`src/rtl/spi_settings_responder_pkg.sv`:
```
// spi_settings_responder_pkg: frame geometry, readback filler and FSM encoding
package spi_settings_responder_pkg;
  localparam int FRAME_BITS = 48;
  localparam int HDR_BITS = 16;
  localparam int HDR_RNW_BIT = 15;
  localparam int CLK_PER_SCLK_MIN = 8;
  localparam logic [31:0] BADRB_DEF = 32'h0BADC0DE;
  localparam logic [5:0] HDR_LAST = 6'(HDR_BITS - 1);
  localparam logic [5:0] FRAME_LAST = 6'(FRAME_BITS - 1);
  typedef enum logic [2:0] {IDLE, HEADER, WR_DATA, RD_WAIT, RD_DATA, DRAIN} state_t;
endpackage

```
`src/rtl/spi_settings_responder_if.sv`:
```
// spi_settings_responder_if: SPI pins plus settings/readback bus of the responder
interface spi_settings_responder_if;
  logic sen, sclk, mosi, miso, miso_oe;
  logic set_stb, rb_req, rb_stb;
  logic [7:0] set_addr, rb_addr;
  logic [31:0] set_data, rb_data;
  logic [15:0] frame_err_cnt;
  modport slave (input sen, sclk, mosi, rb_stb, rb_data,
                 output miso, miso_oe, set_stb, set_addr, set_data, rb_addr, rb_req, frame_err_cnt);
  modport master (output sen, sclk, mosi, rb_stb, rb_data,
                  input miso, miso_oe, set_stb, set_addr, set_data, rb_addr, rb_req, frame_err_cnt);
endinterface

```
`src/rtl/synchronizer.sv`:
```
// synchronizer: two-flop synchronizer with per-bit reset value
module synchronizer #(
  parameter int WIDTH = 1,
  parameter logic [WIDTH-1:0] RST_VAL = '0
) (
  input  logic             clk,
  input  logic             reset_n,
  input  logic [WIDTH-1:0] d,
  output logic [WIDTH-1:0] q
);
  logic [WIDTH-1:0] meta;
  // two-stage shift into the clk domain
  always_ff @(posedge clk)
    if (!reset_n) {q, meta} <= {RST_VAL, RST_VAL};
    else {q, meta} <= {meta, d};
endmodule

```
`src/rtl/spi_settings_responder.sv`:
```
// spi_settings_responder: oversampled SPI slave turning 48-bit frames into settings writes and readbacks
module spi_settings_responder
  import spi_settings_responder_pkg::*;
#(
  parameter logic [31:0] BADRB = BADRB_DEF
) (
  input logic clk,
  input logic reset_n,
  spi_settings_responder_if.slave bus
);
  state_t state, state_next;
  logic [2:0] sync_q;
  logic sen_s, sclk_s, mosi_s, sen_d, sclk_d;
  logic sclk_rise, sclk_fall, sen_fall, sen_rise;
  logic active, last_hdr, last_bit, abort;
  logic [5:0] cnt;
  logic [38:0] rx;
  logic [39:0] rx_next;
  logic [31:0] tx, rd_word;

  synchronizer #(.WIDTH(3), .RST_VAL(3'b100)) u_sync (
    .clk(clk), .reset_n(reset_n), .d({bus.sen, bus.sclk, bus.mosi}), .q(sync_q)
  );

  assign {sen_s, sclk_s, mosi_s} = sync_q;
  assign sclk_rise = sclk_s & ~sclk_d;
  assign sclk_fall = ~sclk_s & sclk_d;
  assign sen_fall = ~sen_s & sen_d;
  assign sen_rise = sen_s & ~sen_d;
  assign active = state inside {HEADER, WR_DATA, RD_WAIT, RD_DATA};
  assign last_hdr = sclk_rise && cnt == HDR_LAST;
  assign last_bit = sclk_rise && cnt == FRAME_LAST;
  assign rx_next = {rx, mosi_s};
  assign rd_word = bus.rb_stb ? bus.rb_data : BADRB;
  assign abort = active && sen_rise && state_next == IDLE;

  // state register and edge-detect history
  always_ff @(posedge clk)
    if (!reset_n) {state, sen_d, sclk_d} <= {IDLE, 1'b1, 1'b0};
    else {state, sen_d, sclk_d} <= {state_next, sen_s, sclk_s};

  // next state: a completing rise wins over a coincident sen_rise
  always_comb begin
    state_next = state;
    case (state)
      IDLE:    state_next = sen_fall ? HEADER : IDLE;
      HEADER:  state_next = sen_rise ? IDLE : last_hdr ? (rx_next[HDR_RNW_BIT] ? RD_WAIT : WR_DATA) : HEADER;
      WR_DATA: state_next = last_bit ? DRAIN : sen_rise ? IDLE : WR_DATA;
      RD_WAIT: state_next = sen_rise ? IDLE : (sclk_fall || bus.rb_stb) ? RD_DATA : RD_WAIT;
      RD_DATA: state_next = last_bit ? DRAIN : sen_rise ? IDLE : RD_DATA;
      DRAIN:   state_next = sen_s ? IDLE : DRAIN;
      default: state_next = IDLE;
    endcase
  end

  // shift registers, strobes, readback load and error counter
  always_ff @(posedge clk)
    if (!reset_n) begin
      {cnt, rx, tx} <= '0;
      {bus.miso, bus.miso_oe, bus.set_stb, bus.rb_req} <= '0;
      {bus.set_addr, bus.set_data, bus.rb_addr, bus.frame_err_cnt} <= '0;
    end else begin
      bus.miso_oe <= ~sen_s;
      bus.set_stb <= state == WR_DATA && state_next == DRAIN;
      bus.rb_req <= state == HEADER && state_next == RD_WAIT;
      if (state == IDLE && sen_fall) {cnt, rx} <= '0;
      else if (active && sclk_rise) {cnt, rx} <= {cnt + 6'd1, rx_next[38:0]};
      if (state == HEADER && state_next == RD_WAIT) bus.rb_addr <= rx_next[7:0];
      if (state == WR_DATA && state_next == DRAIN) {bus.set_addr, bus.set_data} <= rx_next;
      if (state == RD_WAIT && state_next == RD_DATA) begin
        tx <= sclk_fall ? {rd_word[30:0], 1'b0} : bus.rb_data;
        bus.miso <= sclk_fall & rd_word[31];
      end else if (state == RD_DATA && state_next == RD_DATA) begin
        if (sclk_fall) {bus.miso, tx} <= {tx, 1'b0};
      end else bus.miso <= 1'b0;
      if (abort && ~&bus.frame_err_cnt) bus.frame_err_cnt <= bus.frame_err_cnt + 16'd1;
    end
endmodule

```
`src/flat_wrapper.sv`:
```
// flat-port wrapper written by rule: the top's interface ports become plain ports
module spi_settings_responder_flat import spi_settings_responder_pkg::*;
#(
  parameter logic [31:0] BADRB = BADRB_DEF
)
  (clk, reset_n, bus_sen, bus_sclk, bus_mosi, bus_rb_stb, bus_rb_data, bus_miso, bus_miso_oe, bus_set_stb, bus_set_addr, bus_set_data, bus_rb_addr, bus_rb_req, bus_frame_err_cnt);
  spi_settings_responder_if bus_i ();
  input logic clk;
  input logic reset_n;
  input wire logic [$bits(bus_i.sen)-1:0] bus_sen;
  input wire logic [$bits(bus_i.sclk)-1:0] bus_sclk;
  input wire logic [$bits(bus_i.mosi)-1:0] bus_mosi;
  input wire logic [$bits(bus_i.rb_stb)-1:0] bus_rb_stb;
  input wire logic [$bits(bus_i.rb_data)-1:0] bus_rb_data;
  output wire logic [$bits(bus_i.miso)-1:0] bus_miso;
  output wire logic [$bits(bus_i.miso_oe)-1:0] bus_miso_oe;
  output wire logic [$bits(bus_i.set_stb)-1:0] bus_set_stb;
  output wire logic [$bits(bus_i.set_addr)-1:0] bus_set_addr;
  output wire logic [$bits(bus_i.set_data)-1:0] bus_set_data;
  output wire logic [$bits(bus_i.rb_addr)-1:0] bus_rb_addr;
  output wire logic [$bits(bus_i.rb_req)-1:0] bus_rb_req;
  output wire logic [$bits(bus_i.frame_err_cnt)-1:0] bus_frame_err_cnt;
  assign bus_i.sen = bus_sen;
  assign bus_i.sclk = bus_sclk;
  assign bus_i.mosi = bus_mosi;
  assign bus_i.rb_stb = bus_rb_stb;
  assign bus_i.rb_data = bus_rb_data;
  assign bus_miso = bus_i.miso;
  assign bus_miso_oe = bus_i.miso_oe;
  assign bus_set_stb = bus_i.set_stb;
  assign bus_set_addr = bus_i.set_addr;
  assign bus_set_data = bus_i.set_data;
  assign bus_rb_addr = bus_i.rb_addr;
  assign bus_rb_req = bus_i.rb_req;
  assign bus_frame_err_cnt = bus_i.frame_err_cnt;
  spi_settings_responder #(.BADRB(BADRB)) u_core (.clk(clk), .reset_n(reset_n), .bus(bus_i));
endmodule
```
`config.mk`:
```
export PLATFORM = sky130hd
export DESIGN_NAME = spi_settings_responder_flat
export DESIGN_NICKNAME = d
export VERILOG_FILES = /design/src/rtl/spi_settings_responder_pkg.sv /design/src/rtl/spi_settings_responder_if.sv /design/src/rtl/synchronizer.sv /design/src/rtl/spi_settings_responder.sv /design/src/flat_wrapper.sv
export SDC_FILE = /design/constraint.sdc
export NUM_CORES = 1
export LEC_CHECK = 0
export BUFFER_PORTS_ARGS = -buffer_cell sky130_fd_sc_hd__buf_2
export CAP_MARGIN = 20
export CORE_MARGIN = 2
export CORE_UTILIZATION = 50
export CTS_BUF_LIST = sky130_fd_sc_hd__clkbuf_8
export DETAILED_ROUTE_END_ITERATION = 10
export PLACE_DENSITY = 0.72
export SLEW_MARGIN = 25
export SYNTH_ARGS = -nofsm -noshare
export SYNTH_HDL_FRONTEND = slang
export SYNTH_SLANG_ARGS = --single-unit
```
`constraint.sdc`:
```
create_clock -name clk -period 2.46 [get_ports clk]
set_input_delay 0.123 -clock clk [delete_from_list [all_inputs] [get_ports clk]]
set_output_delay 0.123 -clock clk [all_outputs]
set_load 0.05 [all_outputs]
```
==> impl_results.md <==
- EDFF count, synth: 0
- RSZ-0062 raised after global routing: no
- Hold Crit Depth: 3
- Hold Fails Final Rpt: 0
- Worst reg2reg startpoint: u_core.state[1]
- Ys Warns: 0
- Die X-Extent: 120 um
- Max Clk Rate: 442 MHz
- Worst Path Buf+Inv: 1
- Leakage: 2.93 nW
- Crit end category: register
- Syn Inst Count: 815
- Initial antenna violation count: 0
- Slowest stage delay, CP: 0.57 ns
- Worst skew pair latency: 0.46 ns
- Worst Hold End: u_core.bus.frame_err_cnt[8]
- I/O Pins: 106
- Num rows: 42
- Worst Tran Pin Value: 0.577 ns
- Initial DRC Count: 443
- Routed Antenna Nets: 0
- Max Cap Viol: 0
- Crit path cell chain: and3b_2 > a31oi_1 > o22a_2 > a311oi_4 > buf_6 > mux2i_1
- Die area: 14400 sq um
- DR pass1 iterations: 8
- Overflow after GRT: 0
- Design Area, Final: 7870 sq um
- Final core occ: 59.7%
- Die Height: 120 um
- Vias in the first global route: 5476
- Synth cell types: 61
- Post-layout min period: 2.26 ns
- CP startpoint kind: register
- GRT Util Overall: 21.9%
- Finish-stage setup viols: 0
- Slew margin rel.: 61.4%
- Seq cells post-synth: 156
- DP HPWL: 9860 um
- Routed len/inst: 14.2 um
- H-tree levels: 4
- RR Endpoint: u_core.bus.set_data[6]
- Fin. max-slew vios: 0
- Synth Flop Type: dfxtp_1
- Req. time, crit path: 2.85 ns
- Min-delay src: reset_n
- Antenna cells: 0
- Core Box Area: 13200 sq um
- P per Cell Area: 586 nW/um^2
- Result of the run: finished, final reports clean
- Routed WL: 15600 um
- Setup Crit Path Kind: register to register
- Cells on worst reg2reg path: 6
- Post-CTS setup buffers: 0
- Clock Pin Slew Worst Setup and Hold Paths: 0.09 ns
- Aggregate negative setup slack: 0 ns
- Layout area overhead: 16.9%
- Placed Instance Area: 7410 sq um
- DR vias/cell: 5.49
- PortBufs: 105
- Clk_skew: 0.0115 ns
- Max VDD drop: 0.000429 V
- HP Class: input pin to register
- Pin count of the biggest net entering global routing: 56
- Root buffer cell: clkbuf_8
- Mapped Area: 6740 sq um
- Share of cells above drive strength 1: 19.3%
- Asr flop ratio synth: 0%
- Via count: 6031
- Crit path DAT: 2.65 ns
- First-pass GRT wire length: 25700 um
- Clock buffer count from CTS: 17
- Critical-path maximum fanout: 20
- # DRC: 0
- Reg2Reg Setup Slack: 0.20 ns
- CTS tree: done
- GPL Wtd Cong: 0.833
- Maximum root-to-sink buffer count: 2
- Synthesized area per cell: 8.27 sq um
- Seq/Total Area, Yosys: 46.4%
- Crit-path slowest cell: dfxtp_1
- Initial Util: 51.1%
- CP delay by family, top: compound AO/OA/AOI/OAI gates
- Fin crit share: 91.9%
- Syn_nets: 855
- CTS sink cnt: 156
- Nets@finish: 950
==> flip-flops by register name, indices dropped and copies added, names as in the netlist <==
register / count
u_core.bus.set_stb: 1
u_core.bus.frame_err_cnt: 16
u_core.bus.rb_req: 1
u_core.u_sync.q: 3
u_core.sen_d: 1
u_core.bus.miso_oe: 1
u_core.sclk_d: 1
u_core.bus.set_data: 32
u_core.u_sync.meta: 3
u_core.bus.set_addr: 8
u_core.bus.miso: 1
u_core.state: 3
u_core.cnt: 6
u_core.rx: 39
u_core.tx: 32
u_core.bus.rb_addr: 8
==> cells in the final DEF, fill, tap and decap left out, types with 3 or more instances in the layout <==
| cell | Yosys | routed |
|---|---|---|
| nand4_1 | 9 | 9 |
| dlygate4sd3_1 | 0 | 5 |
| inv_1 | 16 | 16 |
| a211oi_1 | 10 | 10 |
| a221oi_1 | 6 | 6 |
| mux2i_1 | 44 | 44 |
| clkinv_4 | 0 | 4 |
| o31ai_1 | 7 | 7 |
| o31a_1 | 5 | 5 |
| clkbuf_8 | 0 | 19 |
| nor4_1 | 5 | 5 |
| or3_1 | 3 | 3 |
| nand2b_1 | 10 | 10 |
| o211ai_1 | 3 | 3 |
| nor3_1 | 15 | 15 |
| buf_2 | 7 | 104 |
| xor2_1 | 7 | 7 |
| a311oi_1 | 13 | 13 |
| o22ai_1 | 12 | 12 |
| a31oi_1 | 11 | 11 |
| nor2_1 | 43 | 43 |
| nand2_1 | 215 | 215 |
| o21ai_0 | 16 | 16 |
| buf_4 | 1 | 24 |
| nand3_1 | 22 | 22 |
| clkinvlp_4 | 0 | 3 |
| a21oi_1 | 62 | 62 |
| or4_1 | 6 | 6 |
| dfxtp_1 | 156 | 156 |
| and3_1 | 16 | 16 |
| and2_1 | 6 | 6 |
==> how the worst max path moves through the flow <==
stage,startpoint,to,slack [ns],depth (start not counted)
2_1_floorplan,u_core.bus.frame_err_cnt[0],u_core.bus.frame_err_cnt[1],0.26,7
3_3_place_gp,u_core.cnt[0],u_core.bus.set_data[24],0.27,7
3_5_place_dp,u_core.cnt[0],u_core.bus.set_addr[1],0.24,7
4_1_cts,u_core.cnt[0],u_core.bus.set_addr[6],0.21,7
5_1_grt,u_core.cnt[0],u_core.bus.set_data[22],0.05,7
6_report,u_core.state[1],u_core.bus.set_data[6],0.20,6
==> synth_stat cells (5+ instances only) <==
master | number | area [sq um]
a211oi_1 | 10 | 75.1
a21oi_1 | 62 | 310
a221oi_1 | 6 | 52.6
a311oi_1 | 13 | 114
a31oi_1 | 11 | 68.8
and2_1 | 6 | 37.5
and3_1 | 16 | 100
buf_2 | 7 | 35.0
buf_6 | 8 | 90.1
clkbuf_1 | 44 | 165
dfxtp_1 | 156 | 3120
inv_1 | 16 | 60.1
mux2i_1 | 44 | 440
nand2_1 | 215 | 807
nand2b_1 | 10 | 62.6
nand3_1 | 22 | 110
nand4_1 | 9 | 56.3
nor2_1 | 43 | 161
nor3_1 | 15 | 75.1
nor4_1 | 5 | 31.3
o21ai_0 | 16 | 80.1
o22ai_1 | 12 | 75.1
o31a_1 | 5 | 43.8
o31ai_1 | 7 | 52.6
or4_1 | 6 | 45.0
xor2_1 | 7 | 61.3
==> layer usage <==
layer	up-vias	GRT usage, %	routed length (um)
li1	3018	-	-
met1	2850	28.5	7340
met2	140	34.6	7260
met3	23	6.04	791
met4	0	8.09	254
met5	-	0	0
==> layout make-up <==
class | count | area (sq um)
clock inverters | 13 | 133
inverters | 17 | 63.8
well taps | 176 | 220
fillers | 1217 | 5320
multi-input cells | 582 | 3270
repair buffers | 136 | 807
flip-flops and latches | 156 | 3120
clock buffers | 19 | 262
==> cells by family after synthesis <==
logic type	synth area share (%)
compound gates	15.5
xor+xnor	1.17
fa+ha+maj	0.371
buf+inv	5.37
flops	46.4
mux	6.54
simple gates	24.7
==> worst register-to-register path: cells and delay by family (launching register included) <==
| family | cells | cell delay (ns) |
|---|---|---|
| multiplexers | 1 | 0.23 |
| AND/OR/NAND/NOR | 1 | 0.31 |
| flip-flops | 1 | 0.57 |
| AO/OA/AOI/OAI | 3 | 0.76 |
| buffers and inverters | 1 | 0.32 |
==> power by group <==
part           leakage, nW  switching, W  total [W]  internal (W)
Sequential            1.26    0.00000731    0.00254       0.00253
Clock                0.193       0.00101    0.00189      0.000876
Combinational         1.48      0.000126   0.000190     0.0000642
==> stage by stage <==
step	total power, W	cells	hold WS, ns	setup WS [ns]
final	0.00462	1099	0.0327	0.200
after global routing	0.00480	1099	0.0399	0.0473
after CTS	0.00466	1098	0.00454	0.206
after detailed placement	0.00278	1061	0.318	0.237
after global placement	0.00278	1061	0.304	0.273
after floorplan	0.00271	815	0.224	0.258
==> what timing repair did <==
| action | 4_1_cts | 5_1_grt |
|---|---|---|
| setup endpoints to repair | 0 | 5 |
| hold buffers | 5 | 0 |
| endpoints found under the hold margin | 5 | 0 |
| gates resized for setup | 0 | 2 |
No activity file was read; power rests on OpenSTA's default activity.
